<file path="src/rtl/rtc_bus_sequencer_pkg.sv">
// Shared definitions for the RTC bus sequencer: FSM states, requester ids,
// default bus timing and the latched transaction record.
package rtc_bus_sequencer_pkg;

    typedef enum logic [3:0] {
        S_IDLE,
        S_A_SU,
        S_A_PW,
        S_A_H,
        S_D_SU,
        S_D_PW,
        S_D_H,
        S_DONE,
        S_GAP
    } state_t;

    // Requester index = priority (0 highest)
    localparam int REQ_INIT   = 0;
    localparam int REQ_GHORA  = 1;
    localparam int REQ_GFECHA = 2;
    localparam int REQ_GCRONO = 3;
    localparam int REQ_EDATOS = 4;

    localparam int DEF_NREQ  = 5;
    localparam int DEF_T_SU  = 2;
    localparam int DEF_T_PW  = 4;
    localparam int DEF_T_H   = 2;
    localparam int DEF_T_GAP = 3;

    // Requester inputs captured at grant time
    typedef struct packed {
        logic       wr;
        logic [7:0] addr;
        logic [7:0] wdata;
    } txn_t;

    function automatic logic is_addr_phase(input state_t s);
        return (s == S_A_SU) || (s == S_A_PW) || (s == S_A_H);
    endfunction

    function automatic logic is_data_phase(input state_t s);
        return (s == S_D_SU) || (s == S_D_PW) || (s == S_D_H);
    endfunction

endpackage

</file>
<file path="src/rtl/rtc_bus_sequencer_timer.sv">
// Phase length counter: loaded on entry to a timed phase, flags the last cycle.
module rtc_phase_timer (
    input  logic       clock,
    input  logic       reset,
    input  logic       load,
    input  logic [7:0] len,
    output logic       last
);

    logic [7:0] cnt;

    // Load the phase length, then count down to zero and stop
    always_ff @(posedge clock) begin
        if (reset)
            cnt <= 8'd0;
        else if (load)
            cnt <= len;
        else if (cnt != 8'd0)
            cnt <= cnt - 8'd1;
    end

    assign last = (cnt == 8'd1);

endmodule

</file>
<file path="src/rtl/rtc_bus_sequencer.sv">
// Arbitrates the RTC multiplexed address/data bus among the control sub-FSMs
// and runs one address+data bus cycle per grant. Pad outputs are registered
// from the next state so they change cleanly with the state register.
module rtc_bus_sequencer
    import rtc_bus_sequencer_pkg::*;
#(
    parameter int NREQ  = DEF_NREQ,
    parameter int T_SU  = DEF_T_SU,
    parameter int T_PW  = DEF_T_PW,
    parameter int T_H   = DEF_T_H,
    parameter int T_GAP = DEF_T_GAP
) (
    input  logic                clock,
    input  logic                reset,
    input  logic [NREQ-1:0]     req,
    input  logic [NREQ-1:0]     req_wr,
    input  logic [8*NREQ-1:0]   req_addr,
    input  logic [8*NREQ-1:0]   req_wdata,
    output logic [NREQ-1:0]     gnt,
    output logic                done,
    output logic [7:0]          rdata,
    output logic                busy,
    output logic                cs_n,
    output logic                rd_n,
    output logic                wr_n,
    output logic                ad_n,
    output logic [7:0]          ad_out,
    output logic                ad_oe,
    input  logic [7:0]          ad_in
);

    localparam logic [7:0] LEN_SU  = 8'(T_SU);
    localparam logic [7:0] LEN_PW  = 8'(T_PW);
    localparam logic [7:0] LEN_H   = 8'(T_H);
    localparam logic [7:0] LEN_GAP = 8'(T_GAP);

    state_t          state_q, state_d;
    txn_t            txn_q, txn_d, sel_txn;
    logic [NREQ-1:0] gnt_sel;
    logic            tmr_load;
    logic [7:0]      tmr_len;
    logic            tmr_last;

    rtc_phase_timer u_timer (
        .clock (clock),
        .reset (reset),
        .load  (tmr_load),
        .len   (tmr_len),
        .last  (tmr_last)
    );

    // Fixed-priority pick: scan from the top so the lowest set index wins
    always_comb begin
        gnt_sel = '0;
        sel_txn = '0;
        for (int i = NREQ - 1; i >= 0; i--) begin
            if (req[i]) begin
                gnt_sel       = '0;
                gnt_sel[i]    = 1'b1;
                sel_txn.wr    = req_wr[i];
                sel_txn.addr  = req_addr[8*i +: 8];
                sel_txn.wdata = req_wdata[8*i +: 8];
            end
        end
    end

    // Next state; each timed phase reloads the timer on entry
    always_comb begin
        state_d  = state_q;
        txn_d    = txn_q;
        tmr_load = 1'b0;
        tmr_len  = LEN_SU;
        unique case (state_q)
            S_IDLE: if (|req) begin
                txn_d    = sel_txn;
                state_d  = S_A_SU;
                tmr_load = 1'b1;
                tmr_len  = LEN_SU;
            end
            S_A_SU: if (tmr_last) begin
                state_d  = S_A_PW;
                tmr_load = 1'b1;
                tmr_len  = LEN_PW;
            end
            S_A_PW: if (tmr_last) begin
                state_d  = S_A_H;
                tmr_load = 1'b1;
                tmr_len  = LEN_H;
            end
            S_A_H: if (tmr_last) begin
                state_d  = S_D_SU;
                tmr_load = 1'b1;
                tmr_len  = LEN_SU;
            end
            S_D_SU: if (tmr_last) begin
                state_d  = S_D_PW;
                tmr_load = 1'b1;
                tmr_len  = LEN_PW;
            end
            S_D_PW: if (tmr_last) begin
                state_d  = S_D_H;
                tmr_load = 1'b1;
                tmr_len  = LEN_H;
            end
            S_D_H: if (tmr_last) begin
                state_d = S_DONE;
            end
            S_DONE: begin
                state_d  = S_GAP;
                tmr_load = 1'b1;
                tmr_len  = LEN_GAP;
            end
            S_GAP: if (tmr_last) begin
                state_d = S_IDLE;
            end
            default: state_d = S_IDLE;
        endcase
    end

    // State and latched transaction
    always_ff @(posedge clock) begin
        if (reset) begin
            state_q <= S_IDLE;
            txn_q   <= '0;
        end else begin
            state_q <= state_d;
            txn_q   <= txn_d;
        end
    end

    // Pad and handshake registers, decoded from the state being entered
    always_ff @(posedge clock) begin
        if (reset) begin
            gnt    <= '0;
            done   <= 1'b0;
            busy   <= 1'b0;
            cs_n   <= 1'b1;
            rd_n   <= 1'b1;
            wr_n   <= 1'b1;
            ad_n   <= 1'b1;
            ad_out <= 8'd0;
            ad_oe  <= 1'b0;
        end else begin
            done  <= (state_d == S_DONE);
            busy  <= (state_d != S_IDLE);
            cs_n  <= !(is_addr_phase(state_d) || is_data_phase(state_d));
            ad_n  <= !is_addr_phase(state_d);
            // The address is always latched into the RTC with a write strobe
            wr_n  <= !((state_d == S_A_PW) || ((state_d == S_D_PW) && txn_d.wr));
            rd_n  <= !((state_d == S_D_PW) && !txn_d.wr);
            ad_oe <= is_addr_phase(state_d) || (is_data_phase(state_d) && txn_d.wr);
            if (is_addr_phase(state_d))
                ad_out <= txn_d.addr;
            else if (is_data_phase(state_d) && txn_d.wr)
                ad_out <= txn_d.wdata;
            if ((state_d == S_IDLE) || (state_d == S_GAP))
                gnt <= '0;
            else if (state_q == S_IDLE)
                gnt <= gnt_sel;
        end
    end

    // Read data is sampled once, at the end of the read strobe
    always_ff @(posedge clock) begin
        if (reset)
            rdata <= 8'd0;
        else if ((state_q == S_D_PW) && tmr_last && !txn_q.wr)
            rdata <= ad_in;
    end

endmodule

</file>
<file path="config.mk">
export PLATFORM = sky130hd
export DESIGN_NAME = rtc_bus_sequencer
export DESIGN_NICKNAME = d
export VERILOG_FILES = /design/src/rtl/rtc_bus_sequencer_pkg.sv /design/src/rtl/rtc_bus_sequencer_timer.sv /design/src/rtl/rtc_bus_sequencer.sv
export SDC_FILE = /design/constraint.sdc
export NUM_CORES = 1
export LEC_CHECK = 0
export ABC_AREA = 1
export BUFFER_PORTS_ARGS = -buffer_cell sky130_fd_sc_hd__buf_2
export CORE_ASPECT_RATIO = 0.5
export CORE_MARGIN = 5
export CORE_UTILIZATION = 40
export DETAILED_ROUTE_END_ITERATION = 8
export PLACE_DENSITY = 0.72
export SYNTH_ARGS = -nofsm -noshare
export SYNTH_HDL_FRONTEND = slang
export SYNTH_HIERARCHICAL = 1
export SYNTH_SLANG_ARGS = --single-unit
</file>
<file path="constraint.sdc">
create_clock -name clock -period 3.84 [get_ports clock]
set_input_delay 0.192 -clock clock [delete_from_list [all_inputs] [get_ports clock]]
set_output_delay 0.192 -clock clock [all_outputs]
set_load 0.02 [all_outputs]
</file>
* Yosys cells after proc, flatten, opt, wreduce, memory -nomap -nowiden
Cells that the tools add are included.
Operators by class: add/sub/neg operators 1, equality and inequality tests 17, multiplexer cells 30, reductions and logical operators 29
Operators with widths (count):
- 17-bit two-way mux | 7
- 4-bit one-hot mux with 9 select lines | 1
- 4-bit by 3-bit == test with 1-bit output, second input constant | 8
- 4-bit two-way mux | 8
- 8-bit two-way mux | 4
- 5-bit two-way mux | 5
- 4-bit by 2-bit == test with 1-bit output, second input constant | 4
- 5-bit OR reduction | 2
- 4-bit by 1-bit == test with 1-bit output, second input constant | 2
- 4-bit == test, second input constant | 2
- 8-bit by 1-bit == test with 1-bit output, second input constant | 1
- 4-bit zero test | 2
- 1-bit logical OR | 8
- 8-bit nonzero test | 1
- 8-bit by 1-bit subtractor with 8-bit output, second input constant | 1
- 1-bit zero test | 6
- 3-bit one-hot mux with 2 select lines | 1
- 1-bit logical AND | 5
- 2-bit nonzero test | 2
- 4-bit nonzero test | 1
- 2-bit OR reduction | 2
- 3-bit two-way mux | 1
- 1-bit one-hot mux with 3 select lines | 1
- 1-bit two-way mux | 2
Storage, ports and cells: bits in registers 57, output and inout port bits 28, word-level logic and storage cells 92

* Depth between registers and ports, before layout
Gate-level depths: netlist (run 1).
word-level depth 10, mapped depth 15, gate-level depth less buffers 15

* Hierarchy
The synthesis (run 1) kept the hierarchy.
Modules (own cells, without submodules):
- rtc_bus_sequencer | instances 1, cells an instance 515, area each 3098.0 um^2, seq. area each 980.9 um^2
- rtc_phase_timer | instances 1, cells an instance 89, area each 554.3 um^2, seq. area each 160.2 um^2

* Least setup slack after synthesis (run 1)
No wires, ideal clock.
kind flip-flop to flip-flop, start point register u_timer.cnt[2], end point register ad_out[1], library setup time 68 ps, arrival time 1950 ps, data required time 3772 ps, slack 1822 ps, stages on the path, launching flop included 14, buffers on the path 0, period minus slack after synthesis 2018 ps, cell sequence dfxtp_1 -> nor2_1 -> nand2_1 -> nor2_1 -> nand3_1 -> nand2_1 -> nand2_1 -> nand3_1 -> inv_1 -> nand2_2 -> nand3_4 -> nand2_4 -> nand2_1 -> a21oi_2
On the way: word-level cells in the longest chain between the ends 8
Ends and longest elaborated chain:
- from (decl) | RTL line rtc_bus_sequencer_timer.sv:10 | logic [7:0] cnt;
- from (signal assigned) | RTL line rtc_bus_sequencer_timer.sv:17 | cnt <= len;
- from (signal assigned) | RTL line rtc_bus_sequencer_timer.sv:19 | cnt <= cnt - 8'd1;
- 8-bit by 1-bit == test with 1-bit output * | RTL line rtc_bus_sequencer_timer.sv:22 | assign last = (cnt == 8'd1);
- named net tmr_last | RTL line rtc_bus_sequencer.sv:42 | logic tmr_last;
- 4-bit two-way mux (tied with other cells) | RTL line rtc_bus_sequencer.sv:113 | S_GAP: if (tmr_last) begin
- 4-bit one-hot mux with 9 select lines * | RTL line rtc_bus_sequencer.sv:73 | unique case (state_q)
- 4-bit by 3-bit == test with 1-bit output | RTL line rtc_bus_sequencer_pkg.sv:42 | return (s == S_D_SU) || (s == S_D_PW) || (s == S_D_H);
- 1-bit logical OR (2 in series) | RTL line rtc_bus_sequencer_pkg.sv:42
- 1-bit logical AND | RTL line rtc_bus_sequencer.sv:154 | else if (is_data_phase(state_d) && txn_d.wr)
- 2-bit nonzero test (no source line)
- to (signal assigned) | RTL line rtc_bus_sequencer.sv:153 | ad_out <= txn_d.addr;
- to (signal assigned) | RTL line rtc_bus_sequencer.sv:155 | ad_out <= txn_d.wdata;
- to (decl) | RTL line rtc_bus_sequencer.sv:27 | output logic [7:0] ad_out,
Mark *: on every way through the listed nets, which the timed path passes. The rest lies on a longest branch. A chain may end at the register's enable or synchronous reset.

* Worst setup path in the final report (run 1)
start point register u_timer.cnt[2], end point register ad_out[4]
Same word-level chain as after synthesis.

==> impl_results.html, run 1 <==
<table>
<tr><th>Metric</th><th>Value</th></tr>
<tr><th colspan="2">Layout</th></tr>
<tr><td>P&amp;R area growth vs syn</td><td>27.1%</td></tr>
<tr><td>Total number of nets in the final design</td><td>826</td></tr>
<tr><td>Inserted Diodes</td><td>0</td></tr>
<tr><td>Post-route cell area</td><td>4640 µm²</td></tr>
<tr><td>Ratio of cells with drive above 1 in the final layout</td><td>0.260</td></tr>
<tr><td>Final Core Density</td><td>0.527</td></tr>
<tr><td>Count of non-filler cells in the finished layout</td><td>845</td></tr>
<tr><th colspan="2">Clock tree</th></tr>
<tr><td>CTS Hold Bufs</td><td>0</td></tr>
<tr><td>Clock transition time at the flip-flop clock pins of the worst setup and hold paths</td><td>0.05 ns</td></tr>
<tr><td>CTS tree</td><td>built</td></tr>
<tr><td>Total CTS buffers</td><td>9</td></tr>
<tr><td>Setup bufs post-CTS</td><td>0</td></tr>
<tr><td>CTS Sinks</td><td>57</td></tr>
<tr><td>Post_cts resized</td><td>0</td></tr>
<tr><td>CTS H-tree lvls</td><td>3</td></tr>
<tr><td>Bufs on Longest Clock Path</td><td>2</td></tr>
<tr><td>Later-pin clock latency in the skew report</td><td>0.32 ns</td></tr>
<tr><td>Root cell of the clock tree</td><td>sky130_fd_sc_hd__clkbuf_16</td></tr>
<tr><th colspan="2">Synthesis</th></tr>
<tr><td>Distinct cell type count of the synthesized netlist</td><td>35</td></tr>
<tr><td>Number of enable-type register cells in the synthesized netlist</td><td>0</td></tr>
<tr><td>Post-synth design cell area</td><td>3650 µm²</td></tr>
<tr><td>Dominant cell by count in the synthesized netlist</td><td>sky130_fd_sc_hd__nand2_1</td></tr>
<tr><td>Synth cell count leaders</td><td>sky130_fd_sc_hd__nand2_1, sky130_fd_sc_hd__nor2_1, sky130_fd_sc_hd__nand3_1, sky130_fd_sc_hd__dfxtp_1, sky130_fd_sc_hd__inv_1</td></tr>
<tr><td>Register bit count reported by yosys</td><td>57</td></tr>
<tr><td>Part of the Yosys area used for sequential elements</td><td>0.312</td></tr>
<tr><td>Largest cells by area after synthesis</td><td>sky130_fd_sc_hd__dfxtp_1, sky130_fd_sc_hd__nand2_1, sky130_fd_sc_hd__nor2_1</td></tr>
<tr><td>Proportion of netlist area held by the largest area contributor</td><td>0.312</td></tr>
<tr><td>Primary flip-flop cell chosen by synthesis mapping</td><td>sky130_fd_sc_hd__dfxtp_1</td></tr>
<tr><td>Fraction of registers with async set/reset</td><td>0</td></tr>
<tr><td>Mean instance size in the synthesized netlist</td><td>6.05 µm²</td></tr>
<tr><td>Leading area contributor after synthesis</td><td>sky130_fd_sc_hd__dfxtp_1</td></tr>
<tr><td>Post-synthesis cell count</td><td>604</td></tr>
<tr><td>YS warnings</td><td>6</td></tr>
<tr><th colspan="2">Setup path</th></tr>
<tr><td>End of the worst register-to-register path</td><td>ad_out[4]$_SDFFE_PP0P_</td></tr>
<tr><td>CP most frequent cell</td><td>sky130_fd_sc_hd__nand2_1</td></tr>
<tr><td>Classification of the worst setup path</td><td>register to register</td></tr>
<tr><td>Number of cells on the critical path</td><td>12</td></tr>
<tr><td>End of the critical path</td><td>ad_out[4]$_SDFFE_PP0P_</td></tr>
<tr><td>Data arrival time of the critical path</td><td>2.91 ns</td></tr>
<tr><td>Required time of the critical path</td><td>4.01 ns</td></tr>
<tr><td>Crit Reg-Reg Startpoint</td><td>u_timer/cnt[2]$_SDFFE_PP0P_</td></tr>
<tr><td>Start point of the critical path</td><td>u_timer/cnt[2]$_SDFFE_PP0P_</td></tr>
<tr><td>Crit path largest cell delay</td><td>0.58 ns</td></tr>
<tr><td>CP max stage cell</td><td>sky130_fd_sc_hd__nor2_1</td></tr>
<tr><td>Setup slack on the worst flop-to-flop path</td><td>1.11 ns</td></tr>
<tr><td>Sort of element at the start of the critical path</td><td>register</td></tr>
<tr><td>Endpoint class of the critical path</td><td>register</td></tr>
<tr><td>Total buffers and inverters traversed by the critical path</td><td>1</td></tr>
<tr><td>Largest delay share family, worst path</td><td>simple AND/OR/NAND/NOR gates</td></tr>
<tr><td>Largest fanout on the critical path</td><td>19</td></tr>
<tr><td>R2r worst-path depth</td><td>12</td></tr>
<tr><td>Cell chain of the critical path</td><td>nor2_1, nand2_1, nor2_1, inv_1, nand4_1, nand2_1, nor2_1, nand2_4, nand2_1, nand2_1, nand2_1, a21oi_1</td></tr>
<tr><th colspan="2">Status</th></tr>
<tr><td>Run status</td><td>completed</td></tr>
<tr><th colspan="2">Detailed routing</th></tr>
<tr><td>Routed via count</td><td>4071</td></tr>
<tr><td>Routed wire per std cell</td><td>12.6 µm</td></tr>
<tr><td>Total wirelength of the detailed-routed design</td><td>10600 µm</td></tr>
<tr><td>DRC errors left</td><td>0</td></tr>
<tr><td>Via-to-Cell Ratio</td><td>4.82</td></tr>
<tr><td>Routed Antenna Nets</td><td>0</td></tr>
<tr><td>Count of TritonRoute iterations in the first routing pass</td><td>5</td></tr>
<tr><td>Violation count after the first detailed-route iteration</td><td>310</td></tr>
<tr><th colspan="2">Timing</th></tr>
<tr><td>Unrepaired setup endpoints after global routing</td><td>no</td></tr>
<tr><td>Fin crit period</td><td>2.73 ns</td></tr>
<tr><td>Final-report hold violation count</td><td>0</td></tr>
<tr><td>Worst hold slack</td><td>0.103 ns</td></tr>
<tr><td>Max Slew Vio Count</td><td>0</td></tr>
<tr><td>Final setup TNS</td><td>0 ns</td></tr>
<tr><td>Worst rel slew slack</td><td>0.493</td></tr>
<tr><td>Final critical-path share of the clock period</td><td>0.711</td></tr>
<tr><td>Worst Slack Setup Final</td><td>1.11 ns</td></tr>
<tr><td>Setup skew after layout</td><td>0.00807 ns</td></tr>
<tr><td>Fmax achieved</td><td>0.366 GHz</td></tr>
<tr><td>Slew of the pin with the lowest slew margin</td><td>0.758 ns</td></tr>
<tr><td>Final count of negative-setup-slack endpoints</td><td>0</td></tr>
<tr><th colspan="2">Floorplan</th></tr>
<tr><td>Initial Utilization</td><td>0.415</td></tr>
<tr><td>X dimension of the die</td><td>145 µm</td></tr>
<tr><td>Die Footprint</td><td>11300 µm²</td></tr>
<tr><td>Chip Height</td><td>77.6 µm</td></tr>
<tr><td>Floorplan row count</td><td>24</td></tr>
<tr><td>Core box area</td><td>8800 µm²</td></tr>
<tr><td>I/O pin cnt</td><td>128</td></tr>
<tr><th colspan="2">Place</th></tr>
<tr><td>Worst Setup Slack post-DPL</td><td>1.18 ns</td></tr>
<tr><td>Placed Cells</td><td>829</td></tr>
<tr><td>Buffers added on ports</td><td>127</td></tr>
<tr><td>Post-detailed-placement cell area</td><td>4330 µm²</td></tr>
<tr><td>HPWL after detailed placement</td><td>8130 µm</td></tr>
<tr><td>Final Wtd Congestion</td><td>0.885</td></tr>
<tr><th colspan="2">Worst hold path</th></tr>
<tr><td>Worst hold path class</td><td>input port to register</td></tr>
<tr><td>Instance count along the most critical hold path</td><td>3</td></tr>
<tr><th colspan="2">Pwr</th></tr>
<tr><td>Power per standard cell area</td><td>436 nW/µm²</td></tr>
<tr><td>Design Power</td><td>2.02 mW</td></tr>
<tr><td>Max rail drop VDD</td><td>212 µV</td></tr>
<tr><td>Static power due to leakage</td><td>2.45 nW</td></tr>
<tr><th colspan="2">Global routing</th></tr>
<tr><td>Combined global-route utilization of all metal layers</td><td>0.190</td></tr>
<tr><td>GRT overflow</td><td>0</td></tr>
<tr><td>Pin count of the biggest net entering global routing</td><td>36</td></tr>
<tr><td>Global-route wire length before repair</td><td>18100 µm</td></tr>
<tr><td>Number of antenna violations at the first check in global routing</td><td>0</td></tr>
<tr><td>Via count of the first global-routing pass</td><td>3776</td></tr>
<tr><th colspan="2">Job</th></tr>
<tr><td>Max-cap violations</td><td>0</td></tr>
</table>
## sequential cells by signal, indices dropped and copies added (netlist names)
register and flops:
ad_n 1, ad_out 8, cs_n 1, gnt 5
ad_oe 1, rd_n 1, txn_q 17, state_q 4
wr_n 1, rdata 8, u_timer/cnt 8, busy 1
done 1
## worst reg2reg max path: cells and delay by family, from the launching register on
family / cells / cell delay, ns
AO/OA/AOI/OAI: 1 / 0.05
buffers and inverters: 1 / 0.11
AND/OR/NAND/NOR: 10 / 2.10
flip-flops: 1 / 0.32
## final cells by class
cell class                      instances  area, µm²
Fill cell                             922       4160
Multi-Input combinational cell        483       2240
Sequential cell                        57       1140
Timing Repair Buffer                  127        636
Clock buffer                           12        256
Inverter                               45        174
Tap cell                              117        146
Clock inverter                          4       51.3
## worst min path at each step
stage | to | startpoint
floorplan | rdata[0]$_SDFFE_PP0P_ | ad_in[0]
global placement | rdata[7]$_SDFFE_PP0P_ | ad_in[7]
detailed placement | rdata[5]$_SDFFE_PP0P_ | ad_in[5]
CTS | rdata[5]$_SDFFE_PP0P_ | ad_in[5]
global route | rdata[0]$_SDFFE_PP0P_ | ad_in[0]
finish | rdata[5]$_SDFFE_PP0P_ | ad_in[5]
## where the power goes
part | total (mW) | internal, mW | switching (mW)
registers | 0.690 | 0.655 | 0.0350
logic | 0.531 | 0.189 | 0.343
clock network | 0.801 | 0.536 | 0.264
## logic make-up after synthesis
group                      count (synthesis)  synth area share
AOI/OAI and AO/OA                         44            0.0668
adders and majority gates                  3            0.0103
and+or+nand+nor                          431             0.530
DFF                                       57             0.312
buffers and inverters                     68            0.0795
other                                      1           0.00103
## metal layers
metal,global-route usage,vias to the layer above,share of wire,routed length (µm)
met1,0.262,1790,0.50,5320
met3,0.0495,6,0.063,670
met4,0.0391,0,0.0065,69
met5,0,-,0,0
li1,-,2156,-,-
met2,0.301,119,0.43,4580
## cell usage in the layout (no fill, tap or decap), types with 4 or more instances in the layout
cell type / count
sky130_fd_sc_hd__inv_1: 35
sky130_fd_sc_hd__or2_2: 4
sky130_fd_sc_hd__a21oi_1: 16
sky130_fd_sc_hd__nor2_1: 109
sky130_fd_sc_hd__dfxtp_1: 57
sky130_fd_sc_hd__clkbuf_16: 9
sky130_fd_sc_hd__inv_2: 6
sky130_fd_sc_hd__nand2_1: 203
sky130_fd_sc_hd__nand3_1: 62
sky130_fd_sc_hd__o21ai_0: 16
sky130_fd_sc_hd__a21oi_2: 4
sky130_fd_sc_hd__buf_2: 127
sky130_fd_sc_hd__nor3_1: 17
sky130_fd_sc_hd__nor2_2: 5
sky130_fd_sc_hd__nand2_4: 4
sky130_fd_sc_hd__nand2_2: 5
sky130_fd_sc_hd__nand3b_1: 4
sky130_fd_sc_hd__conb_1: 5
sky130_fd_sc_hd__nand3_2: 8
(Power assumes the default switching activity.)
==> run 2: changes to the inputs <==
==> constraint.sdc (replaced) <==
create_clock -name clock -period 2.64 [get_ports clock]
set_input_delay 0.132 -clock clock [delete_from_list [all_inputs] [get_ports clock]]
set_output_delay 0.132 -clock clock [all_outputs]
set_load 0.02 [all_outputs]
==> impl_results.html, run 2 (synthesis gave the netlist of run 1 again) <==
<table>
<tr><th>Metric</th><th>Value</th></tr>
<tr><th colspan="2">Status</th></tr>
<tr><td>Run status</td><td>completed (unchanged)</td></tr>
<tr><th colspan="2">Clock tree</th></tr>
<tr><td>Clock transition time at the flip-flop clock pins of the worst setup and hold paths</td><td>0.05 ns (about the same)</td></tr>
<tr><td>Bufs on Longest Clock Path</td><td>2 (unchanged)</td></tr>
<tr><td>CTS Sinks</td><td>57 (unchanged)</td></tr>
<tr><td>CTS H-tree lvls</td><td>3 (unchanged)</td></tr>
<tr><td>Root cell of the clock tree</td><td>sky130_fd_sc_hd__clkbuf_16 (unchanged)</td></tr>
<tr><td>Total CTS buffers</td><td>9 (unchanged)</td></tr>
<tr><td>Later-pin clock latency in the skew report</td><td>0.32 ns (about the same)</td></tr>
<tr><td>Setup bufs post-CTS</td><td>0 (unchanged)</td></tr>
<tr><td>CTS tree</td><td>built (unchanged)</td></tr>
<tr><th colspan="2">Layout</th></tr>
<tr><td>Register with the highest flop count</td><td>txn_q (unchanged)</td></tr>
<tr><td>Total number of nets in the final design</td><td>836 (was 826)</td></tr>
<tr><td>FF+latch area</td><td>1140 µm² (unchanged)</td></tr>
<tr><td>Ratio of cells with drive above 1 in the final layout</td><td>0.271 (was 0.260)</td></tr>
<tr><td>Number of fill cells in the layout</td><td>885 (was 922)</td></tr>
<tr><td>Leading cell types in the layout, fill and taps excluded</td><td>sky130_fd_sc_hd__nand2_1, sky130_fd_sc_hd__buf_2, sky130_fd_sc_hd__nor2_1 (unchanged)</td></tr>
<tr><td>Combined area of the multi-input logic cells</td><td>2240 µm² (about the same)</td></tr>
<tr><td>Inserted Diodes</td><td>0 (unchanged)</td></tr>
<tr><td>Most common library cell in the layout ignoring fill and taps</td><td>sky130_fd_sc_hd__nand2_1 (unchanged)</td></tr>
<tr><td>Post-route cell area</td><td>4730 µm² (was 4640 µm²)</td></tr>
<tr><td>P&amp;R area growth vs syn</td><td>29.6% (was 27.1%)</td></tr>
<tr><td>Max reg flops</td><td>17 (unchanged)</td></tr>
<tr><th colspan="2">Detailed routing</th></tr>
<tr><td>Routed Antenna Nets</td><td>0 (unchanged)</td></tr>
<tr><td>DRC errors left</td><td>0 (unchanged)</td></tr>
<tr><td>Via-to-Cell Ratio</td><td>4.77 (was 4.82)</td></tr>
<tr><td>Count of TritonRoute iterations in the first routing pass</td><td>6 (was 5)</td></tr>
<tr><td>Routed wire per std cell</td><td>12.3 µm (was 12.6 µm)</td></tr>
<tr><td>Routed via count</td><td>4081 (was 4071)</td></tr>
<tr><td>Total wirelength of the detailed-routed design</td><td>10500 µm (was 10600 µm)</td></tr>
<tr><td>Violation count after the first detailed-route iteration</td><td>274 (was 310)</td></tr>
<tr><th colspan="2">Place</th></tr>
<tr><td>Final Wtd Congestion</td><td>0.866 (was 0.885)</td></tr>
<tr><td>Buffers added on ports</td><td>127 (unchanged)</td></tr>
<tr><td>HPWL after detailed placement</td><td>8240 µm (was 8130 µm)</td></tr>
<tr><td>Post-detailed-placement cell area</td><td>4410 µm² (was 4330 µm²)</td></tr>
<tr><th colspan="2">Setup path</th></tr>
<tr><td>Largest fanout on the critical path</td><td>19 (unchanged)</td></tr>
<tr><td>End of the worst register-to-register path</td><td>ad_out[5]$_SDFFE_PP0P_ (was ad_out[4]$_SDFFE_PP0P_)</td></tr>
<tr><td>Classification of the worst setup path</td><td>register to register (unchanged)</td></tr>
<tr><td>R2r worst-path depth</td><td>15 (was 12)</td></tr>
<tr><td>Setup slack on the worst flop-to-flop path</td><td>0.37 ns (was 1.11 ns)</td></tr>
<tr><td>Required time of the critical path</td><td>2.89 ns (was 4.01 ns)</td></tr>
<tr><td>Start point of the critical path</td><td>u_timer/cnt[1]$_SDFFE_PP0P_ (was u_timer/cnt[2]$_SDFFE_PP0P_)</td></tr>
<tr><td>Crit Reg-Reg Startpoint</td><td>u_timer/cnt[1]$_SDFFE_PP0P_ (was u_timer/cnt[2]$_SDFFE_PP0P_)</td></tr>
<tr><td>Sort of element at the start of the critical path</td><td>register (unchanged)</td></tr>
<tr><td>Data arrival time of the critical path</td><td>2.52 ns (was 2.91 ns)</td></tr>
<tr><td>Endpoint class of the critical path</td><td>register (unchanged)</td></tr>
<tr><th colspan="2">Pwr</th></tr>
<tr><td>Sequential fraction of design power</td><td>0.331 (was 0.341)</td></tr>
<tr><td>Net switching power figure</td><td>0.937 mW (was 0.642 mW)</td></tr>
<tr><td>Power per standard cell area</td><td>640 nW/µm² (was 436 nW/µm²)</td></tr>
<tr><td>Static power due to leakage</td><td>2.51 nW (was 2.45 nW)</td></tr>
<tr><td>Switching share of power</td><td>0.309 (was 0.318)</td></tr>
<tr><td>Internal Power</td><td>2.09 mW (was 1.38 mW)</td></tr>
<tr><td>Design Power</td><td>3.03 mW (was 2.02 mW)</td></tr>
<tr><td>Max rail drop VDD</td><td>315 µV (was 212 µV)</td></tr>
<tr><td>Gate power share</td><td>0.263 (about the same)</td></tr>
<tr><td>Clk network pwr share</td><td>0.406 (was 0.396)</td></tr>
<tr><th colspan="2">Floorplan</th></tr>
<tr><td>Floorplan row count</td><td>24 (unchanged)</td></tr>
<tr><td>Core box area</td><td>8800 µm² (unchanged)</td></tr>
<tr><td>Die Footprint</td><td>11300 µm² (unchanged)</td></tr>
<tr><td>I/O pin cnt</td><td>128 (unchanged)</td></tr>
<tr><td>Chip Height</td><td>77.6 µm (unchanged)</td></tr>
<tr><td>Initial Utilization</td><td>0.415 (unchanged)</td></tr>
<tr><td>X dimension of the die</td><td>145 µm (unchanged)</td></tr>
<tr><th colspan="2">Global routing</th></tr>
<tr><td>Pin count of the biggest net entering global routing</td><td>35 (was 36)</td></tr>
<tr><td>Global-route wire length before repair</td><td>17300 µm (was 18100 µm)</td></tr>
<tr><td>Via count of the first global-routing pass</td><td>3661 (was 3776)</td></tr>
<tr><td>Combined global-route utilization of all metal layers</td><td>0.183 (was 0.190)</td></tr>
<tr><td>Number of antenna violations at the first check in global routing</td><td>0 (unchanged)</td></tr>
<tr><td>GRT overflow</td><td>0 (unchanged)</td></tr>
<tr><th colspan="2">Worst hold path</th></tr>
<tr><td>Endpoint of the worst hold path</td><td>rdata[1]$_SDFFE_PP0P_ (was rdata[5]$_SDFFE_PP0P_)</td></tr>
<tr><td>Instance count along the most critical hold path</td><td>3 (unchanged)</td></tr>
<tr><td>Worst hold path class</td><td>input port to register (unchanged)</td></tr>
<tr><td>Worst min-delay path startpoint</td><td>ad_in[1] (was ad_in[5])</td></tr>
<tr><th colspan="2">Timing</th></tr>
<tr><td>Final setup TNS</td><td>0 ns (unchanged)</td></tr>
<tr><td>Max Slew Vio Count</td><td>0 (unchanged)</td></tr>
<tr><td>Fin crit period</td><td>2.27 ns (was 2.73 ns)</td></tr>
<tr><td>Final count of negative-setup-slack endpoints</td><td>0 (unchanged)</td></tr>
<tr><td>Setup skew after layout</td><td>0.00690 ns (was 0.00807 ns)</td></tr>
<tr><td>Final-report hold violation count</td><td>0 (unchanged)</td></tr>
<tr><td>Unrepaired setup endpoints after global routing</td><td>no (unchanged)</td></tr>
<tr><td>Fmax achieved</td><td>0.440 GHz (was 0.366 GHz)</td></tr>
<tr><td>Final critical-path share of the clock period</td><td>0.860 (was 0.711)</td></tr>
<tr><th colspan="2">Job</th></tr>
<tr><td>Max-cap violations</td><td>0 (unchanged)</td></tr>
</table>
==> run 2: cell count changes in the layout (fill, tap and decap cells not counted) <==
cell / delta
sky130_fd_sc_hd__clkinv_2: +1
sky130_fd_sc_hd__buf_4: +10
sky130_fd_sc_hd__nor2_2: +1
sky130_fd_sc_hd__bufinv_16: +1
sky130_fd_sc_hd__clkbuf_8: -1
sky130_fd_sc_hd__nor2_1: -1
sky130_fd_sc_hd__clkinvlp_4: -1
==> run 2: worst max-delay path, cell delays in order, from the launching register on <==
cell,delay (ns)
sky130_fd_sc_hd__dfxtp_1,0.33
sky130_fd_sc_hd__inv_1,0.12
sky130_fd_sc_hd__ha_1,0.16
sky130_fd_sc_hd__nand2_1,0.05
sky130_fd_sc_hd__nor2_1,0.16
sky130_fd_sc_hd__buf_4,0.16
sky130_fd_sc_hd__nand3_1,0.12
sky130_fd_sc_hd__nand2_1,0.09
sky130_fd_sc_hd__nand2_1,0.05
sky130_fd_sc_hd__nand3_1,0.18
sky130_fd_sc_hd__nand3_4,0.18
sky130_fd_sc_hd__nand2_4,0.26
sky130_fd_sc_hd__nand2_1,0.08
sky130_fd_sc_hd__nand2_1,0.08
sky130_fd_sc_hd__nand2_1,0.05
sky130_fd_sc_hd__a21oi_1,0.12
==> run 2: worst max-delay path by stage <==
stage	end	slack (ns)	cells past startpoint
finish	ad_out[5]$_SDFFE_PP0P_	0.37	15
global route	ad_out[5]$_SDFFE_PP0P_	0.15	15
CTS	ad_out[7]$_SDFFE_PP0P_	0.20	12
detailed placement	ad_out[6]$_SDFFE_PP0P_	0.23	12
global placement	ad_out[1]$_SDFFE_PP0P_	0.32	12
floorplan	ad_out[1]$_SDFFE_PP0P_	0.62	13
==> run 2: final cells by class <==
class                   instances  share of cell area
multi-input cells             483               0.473
flip-flops and latches         57               0.241
repair buffers                137               0.150
clock buffers                  11              0.0513
inverters                      45              0.0368
well taps                     117              0.0309
clock inverters                 5              0.0167
==> run 2: what timing repair did <==
item	in CTS	in global routing
setup endpoints to repair	0	6
resized for setup	0	1
hold buffers	0	0
==> run 2: stage by stage <==
step	setup WS [ns]	cells	util	hold slack [ns]
2_1_floorplan	0.622	608	-	0.267
3_3_place_gp	0.324	839	0.501	0.367
3_5_place_dp	0.226	839	0.501	0.369
4_1_cts	0.202	855	0.538	0.0331
5_1_grt	0.149	855	0.538	0.0463
6_report	0.369	855	0.538	0.0342
==> run 2: routing by layer <==
metal / up-vias / wire length, µm / track usage
met5: - / 0 / 0
met3: 13 / 622 / 0.0437
met2: 129 / 4520 / 0.283
li1: 2170 / - / -
met1: 1769 / 5280 / 0.259
met4: 0 / 85 / 0.0419
==> run 2: power by group through the flow <==
stage	Clock [mW]	Sequential [mW]	Combinational [mW]
4_1_cts	1.26	1.00	0.796
6_report	1.23	1.00	0.796
3_5_place_dp	0	1.02	0.791
3_3_place_gp	0	1.02	0.784
5_1_grt	1.31	1.01	0.897
2_1_floorplan	0	1.05	0.517
==> run 3: changes to the inputs <==
--- a/config.mk
+++ b/config.mk
@@ -11,8 +11,7 @@
 export CORE_MARGIN = 5
 export CORE_UTILIZATION = 40
 export DETAILED_ROUTE_END_ITERATION = 8
-export PLACE_DENSITY = 0.72
+export PLACE_DENSITY = 0.73
 export SYNTH_ARGS = -nofsm -noshare
 export SYNTH_HDL_FRONTEND = slang
-export SYNTH_HIERARCHICAL = 1
 export SYNTH_SLANG_ARGS = --single-unit
==> impl_results.html, run 3 <==
<table>
<tr><th>Metric</th><th>Value</th></tr>
<tr><th colspan="2">Status</th></tr>
<tr><td>Run status</td><td>completed (unchanged)</td></tr>
<tr><th colspan="2">Clock tree</th></tr>
<tr><td>Post_cts resized</td><td>0 (unchanged)</td></tr>
<tr><td>CTS H-tree lvls</td><td>3 (unchanged)</td></tr>
<tr><td>CTS Hold Bufs</td><td>0 (unchanged)</td></tr>
<tr><td>Setup bufs post-CTS</td><td>0 (unchanged)</td></tr>
<tr><td>Total CTS buffers</td><td>9 (unchanged)</td></tr>
<tr><td>Later-pin clock latency in the skew report</td><td>0.32 ns (about the same)</td></tr>
<tr><td>Bufs on Longest Clock Path</td><td>2 (unchanged)</td></tr>
<tr><td>CTS tree</td><td>built (unchanged)</td></tr>
<tr><td>Root cell of the clock tree</td><td>sky130_fd_sc_hd__clkbuf_16 (unchanged)</td></tr>
<tr><td>Clock transition time at the flip-flop clock pins of the worst setup and hold paths</td><td>0.05 ns (about the same)</td></tr>
<tr><td>CTS Sinks</td><td>57 (unchanged)</td></tr>
<tr><th colspan="2">Synthesis</th></tr>
<tr><td>Synth cell count leaders</td><td>sky130_fd_sc_hd__nand2_1, sky130_fd_sc_hd__nor2_1, sky130_fd_sc_hd__nand3_1, sky130_fd_sc_hd__dfxtp_1, sky130_fd_sc_hd__inv_1 (unchanged)</td></tr>
<tr><td>Mean instance size in the synthesized netlist</td><td>6.37 µm² (was 6.05 µm²)</td></tr>
<tr><td>Largest cells by area after synthesis</td><td>sky130_fd_sc_hd__dfxtp_1, sky130_fd_sc_hd__nand2_1, sky130_fd_sc_hd__nor2_1 (unchanged)</td></tr>
<tr><td>Distinct cell type count of the synthesized netlist</td><td>41 (was 35)</td></tr>
<tr><td>Post-synthesis cell count</td><td>558 (was 604)</td></tr>
<tr><td>Register bit count reported by yosys</td><td>57 (unchanged)</td></tr>
<tr><td>Part of the Yosys area used for sequential elements</td><td>0.321 (was 0.312)</td></tr>
<tr><td>Leading area contributor after synthesis</td><td>sky130_fd_sc_hd__dfxtp_1 (unchanged)</td></tr>
<tr><td>Fraction of registers with async set/reset</td><td>0 (unchanged)</td></tr>
<tr><td>Dominant cell by count in the synthesized netlist</td><td>sky130_fd_sc_hd__nand2_1 (unchanged)</td></tr>
<tr><td>YS warnings</td><td>0 (was 6)</td></tr>
<tr><td>Primary flip-flop cell chosen by synthesis mapping</td><td>sky130_fd_sc_hd__dfxtp_1 (unchanged)</td></tr>
<tr><td>Proportion of netlist area held by the largest area contributor</td><td>0.321 (was 0.312)</td></tr>
<tr><td>Net Count, Synth</td><td>660</td></tr>
<tr><td>Post-synth design cell area</td><td>3550 µm² (was 3650 µm²)</td></tr>
<tr><td>Number of enable-type register cells in the synthesized netlist</td><td>0 (unchanged)</td></tr>
<tr><th colspan="2">Floorplan</th></tr>
<tr><td>I/O pin cnt</td><td>128 (unchanged)</td></tr>
<tr><td>X dimension of the die</td><td>143 µm (was 145 µm)</td></tr>
<tr><td>Initial Utilization</td><td>0.409 (was 0.415)</td></tr>
<tr><td>Core box area</td><td>8680 µm² (was 8800 µm²)</td></tr>
<tr><td>Floorplan row count</td><td>24 (unchanged)</td></tr>
<tr><td>Chip Height</td><td>76.6 µm (was 77.6 µm)</td></tr>
<tr><td>Die Footprint</td><td>11000 µm² (was 11300 µm²)</td></tr>
<tr><th colspan="2">Global routing</th></tr>
<tr><td>Number of antenna violations at the first check in global routing</td><td>0 (unchanged)</td></tr>
<tr><td>GR Layer Usage met1</td><td>0.262 (was 0.259)</td></tr>
<tr><td>GRT overflow</td><td>0 (unchanged)</td></tr>
<tr><td>Pin count of the biggest net entering global routing</td><td>26 (was 35)</td></tr>
<tr><td>Global-route wire length before repair</td><td>16200 µm (was 17300 µm)</td></tr>
<tr><td>Met2 Resource Use GR</td><td>0.263 (was 0.283)</td></tr>
<tr><td>Combined global-route utilization of all metal layers</td><td>0.183 (about the same)</td></tr>
<tr><td>Global-route track usage on met3</td><td>0.0476 (was 0.0437)</td></tr>
<tr><td>Layer carrying the most global-route usage</td><td>met2 (unchanged)</td></tr>
<tr><td>Via count of the first global-routing pass</td><td>3426 (was 3661)</td></tr>
<tr><th colspan="2">Layout</th></tr>
<tr><td>Total number of nets in the final design</td><td>774 (was 836)</td></tr>
<tr><td>Combined area of the multi-input logic cells</td><td>2000 µm² (was 2240 µm²)</td></tr>
<tr><td>Leading cell types in the layout, fill and taps excluded</td><td>sky130_fd_sc_hd__nand2_1, sky130_fd_sc_hd__buf_2, sky130_fd_sc_hd__nor2_1 (unchanged)</td></tr>
<tr><td>P&amp;R area growth vs syn</td><td>25.2% (was 29.6%)</td></tr>
<tr><td>Max reg flops</td><td>17 (unchanged)</td></tr>
<tr><td>FF+latch area</td><td>1140 µm² (unchanged)</td></tr>
<tr><td>Ratio of cells with drive above 1 in the final layout</td><td>0.272 (was 0.271)</td></tr>
<tr><td>Inserted Diodes</td><td>0 (unchanged)</td></tr>
<tr><td>Register with the highest flop count</td><td>txn_q (unchanged)</td></tr>
<tr><td>Number of fill cells in the layout</td><td>897 (was 885)</td></tr>
<tr><td>Final Core Density</td><td>0.513 (was 0.538)</td></tr>
<tr><td>Most common library cell in the layout ignoring fill and taps</td><td>sky130_fd_sc_hd__nand2_1 (unchanged)</td></tr>
<tr><th colspan="2">Pwr</th></tr>
<tr><td>Design Power</td><td>3.78 mW (was 3.03 mW)</td></tr>
<tr><td>Max rail drop VDD</td><td>409 µV (was 315 µV)</td></tr>
<tr><td>Static power due to leakage</td><td>2.29 nW (was 2.51 nW)</td></tr>
<tr><td>Power per standard cell area</td><td>849 nW/µm² (was 640 nW/µm²)</td></tr>
<tr><th colspan="2">Detailed routing</th></tr>
<tr><td>Violation count after the first detailed-route iteration</td><td>270 (was 274)</td></tr>
<tr><td>Routed via count</td><td>3749 (was 4081)</td></tr>
<tr><td>Routed wire per std cell</td><td>12.6 µm (was 12.3 µm)</td></tr>
<tr><td>Total wirelength of the detailed-routed design</td><td>9980 µm (was 10500 µm)</td></tr>
<tr><td>DRC errors left</td><td>0 (unchanged)</td></tr>
<tr><td>Via-to-Cell Ratio</td><td>4.73 (was 4.77)</td></tr>
<tr><td>Routed Antenna Nets</td><td>0 (unchanged)</td></tr>
<tr><td>Count of TritonRoute iterations in the first routing pass</td><td>7 (was 6)</td></tr>
<tr><th colspan="2">Timing</th></tr>
<tr><td>Slew of the pin with the lowest slew margin</td><td>0.735 ns</td></tr>
<tr><td>Unrepaired setup endpoints after global routing</td><td>no (unchanged)</td></tr>
<tr><td>Final count of negative-setup-slack endpoints</td><td>0 (unchanged)</td></tr>
<tr><td>Fin crit period</td><td>1.99 ns (was 2.27 ns)</td></tr>
<tr><td>Max Slew Vio Count</td><td>0 (unchanged)</td></tr>
<tr><td>Worst Slack Setup Final</td><td>0.654 ns (was 0.369 ns)</td></tr>
<tr><td>Final setup TNS</td><td>0 ns (unchanged)</td></tr>
<tr><td>Final critical-path share of the clock period</td><td>0.752 (was 0.860)</td></tr>
<tr><td>Setup skew after layout</td><td>0.00395 ns (was 0.00690 ns)</td></tr>
<tr><td>Worst rel slew slack</td><td>0.509</td></tr>
<tr><td>Fmax achieved</td><td>0.504 GHz (was 0.440 GHz)</td></tr>
<tr><td>Final-report hold violation count</td><td>0 (unchanged)</td></tr>
<tr><th colspan="2">Setup path</th></tr>
<tr><td>CP max stage cell</td><td>sky130_fd_sc_hd__dfxtp_1 (unchanged)</td></tr>
<tr><td>Classification of the worst setup path</td><td>register to register (unchanged)</td></tr>
<tr><td>Endpoint class of the critical path</td><td>register (unchanged)</td></tr>
<tr><td>Largest delay share family, worst path</td><td>simple AND/OR/NAND/NOR gates (unchanged)</td></tr>
<tr><td>Total buffers and inverters traversed by the critical path</td><td>2 (unchanged)</td></tr>
<tr><td>Crit path largest cell delay</td><td>0.37 ns (was 0.33 ns)</td></tr>
<tr><td>Required time of the critical path</td><td>2.85 ns (was 2.89 ns)</td></tr>
<tr><td>Setup slack on the worst flop-to-flop path</td><td>0.65 ns (was 0.37 ns)</td></tr>
<tr><td>Cell chain of the critical path</td><td>nor2_2, inv_2, nor2_8, nand2_4, nand3_4, inv_4, nand2_4, nand2_8, nand2_2, nand2_2, nor2_1, nor2_1 (was inv_1, ha_1, nand2_1, nor2_1, buf_4, nand3_1, nand2_1, nand2_1, nand3_1, nand3_4, nand2_4, nand2_1, nand2_1, nand2_1, a21oi_1)</td></tr>
<tr><td>Data arrival time of the critical path</td><td>2.20 ns (was 2.52 ns)</td></tr>
<tr><td>Sort of element at the start of the critical path</td><td>register (unchanged)</td></tr>
<tr><td>Largest fanout on the critical path</td><td>18 (was 19)</td></tr>
<tr><th colspan="2">Place</th></tr>
<tr><td>Final Wtd Congestion</td><td>0.838 (was 0.866)</td></tr>
<tr><td>Buffers added on ports</td><td>127 (unchanged)</td></tr>
<tr><td>Worst Setup Slack post-DPL</td><td>0.602 ns (was 0.226 ns)</td></tr>
<tr><td>HPWL after detailed placement</td><td>7740 µm (was 8240 µm)</td></tr>
<tr><th colspan="2">Worst hold path</th></tr>
<tr><td>Worst hold path class</td><td>input port to register (unchanged)</td></tr>
<tr><th colspan="2">Job</th></tr>
<tr><td>Max-cap violations</td><td>0 (unchanged)</td></tr>
</table>
-- run 3: routing by layer --
layer  vias up  wire length [µm]
met5         -                 0
met4         0               189
met3        17               730
met2       133              4160
met1      1603              4890
li1       1996                 -
-- run 3: metrics by stage --
stage,hold WS [ns],cell area [µm²],std cells
floorplan,0.289,3550,558
global placement,0.399,4170,778
detailed placement,0.406,4170,778
CTS,0.0659,4450,793
global route,0.0744,4450,793
finish,0.0780,4450,793
-- run 3: power by group --
group / internal (mW) / switching (mW) / total [mW]
clock: 0.699 / 0.370 / 1.07
combinational: 0.536 / 1.03 / 1.56
sequential: 1.05 / 0.0943 / 1.15
total: 2.29 / 1.49 / 3.78
-- run 3: path summary, 6_finish.rpt --
kind                         start                      to  cells after the start
max          state_q[3]$_SDFF_PP0_  ad_out[0]$_SDFFE_PP0P_                     12
min                       ad_in[2]   rdata[2]$_SDFFE_PP0P_                      3
max reg2reg  state_q[3]$_SDFF_PP0_  ad_out[0]$_SDFFE_PP0P_                     12
min reg2reg  rdata[6]$_SDFFE_PP0P_   rdata[6]$_SDFFE_PP0P_                      2
-- run 3: cells by family (layout without fill, tap and decap cells) --
logic type | count (synthesis) | after routing | synth area share
AO/OA/AOI/OAI | 55 | 55 | 0.0940
XOR/XNOR | 1 | 1 | 0.00247
adder cells (fa/ha/maj) | 2 | 2 | 0.00704
buffers and inverters | 87 | 205 | 0.117
flip-flops | 57 | 57 | 0.321
AND/OR/NAND/NOR | 356 | 356 | 0.459
-- run 3: final cells by class --
type	instances	share of cell area
flip-flops and latches	57	0.256
clock buffers	12	0.0599
repair buffers	128	0.145
well taps	117	0.0329
inverters	62	0.0540
clock inverters	3	0.00337
multi-input cells	414	0.449
-- run 3: worst reg2reg max path: stages, from the launching register on --
cell and delay, ns:
sky130_fd_sc_hd__dfxtp_1 0.37, sky130_fd_sc_hd__nor2_2 0.19, sky130_fd_sc_hd__inv_2 0.09, sky130_fd_sc_hd__nor2_8 0.17
sky130_fd_sc_hd__nand2_4 0.18, sky130_fd_sc_hd__nand3_4 0.16, sky130_fd_sc_hd__inv_4 0.04, sky130_fd_sc_hd__nand2_4 0.14
sky130_fd_sc_hd__nand2_8 0.13, sky130_fd_sc_hd__nand2_2 0.11, sky130_fd_sc_hd__nand2_2 0.12, sky130_fd_sc_hd__nor2_1 0.12
sky130_fd_sc_hd__nor2_1 0.05
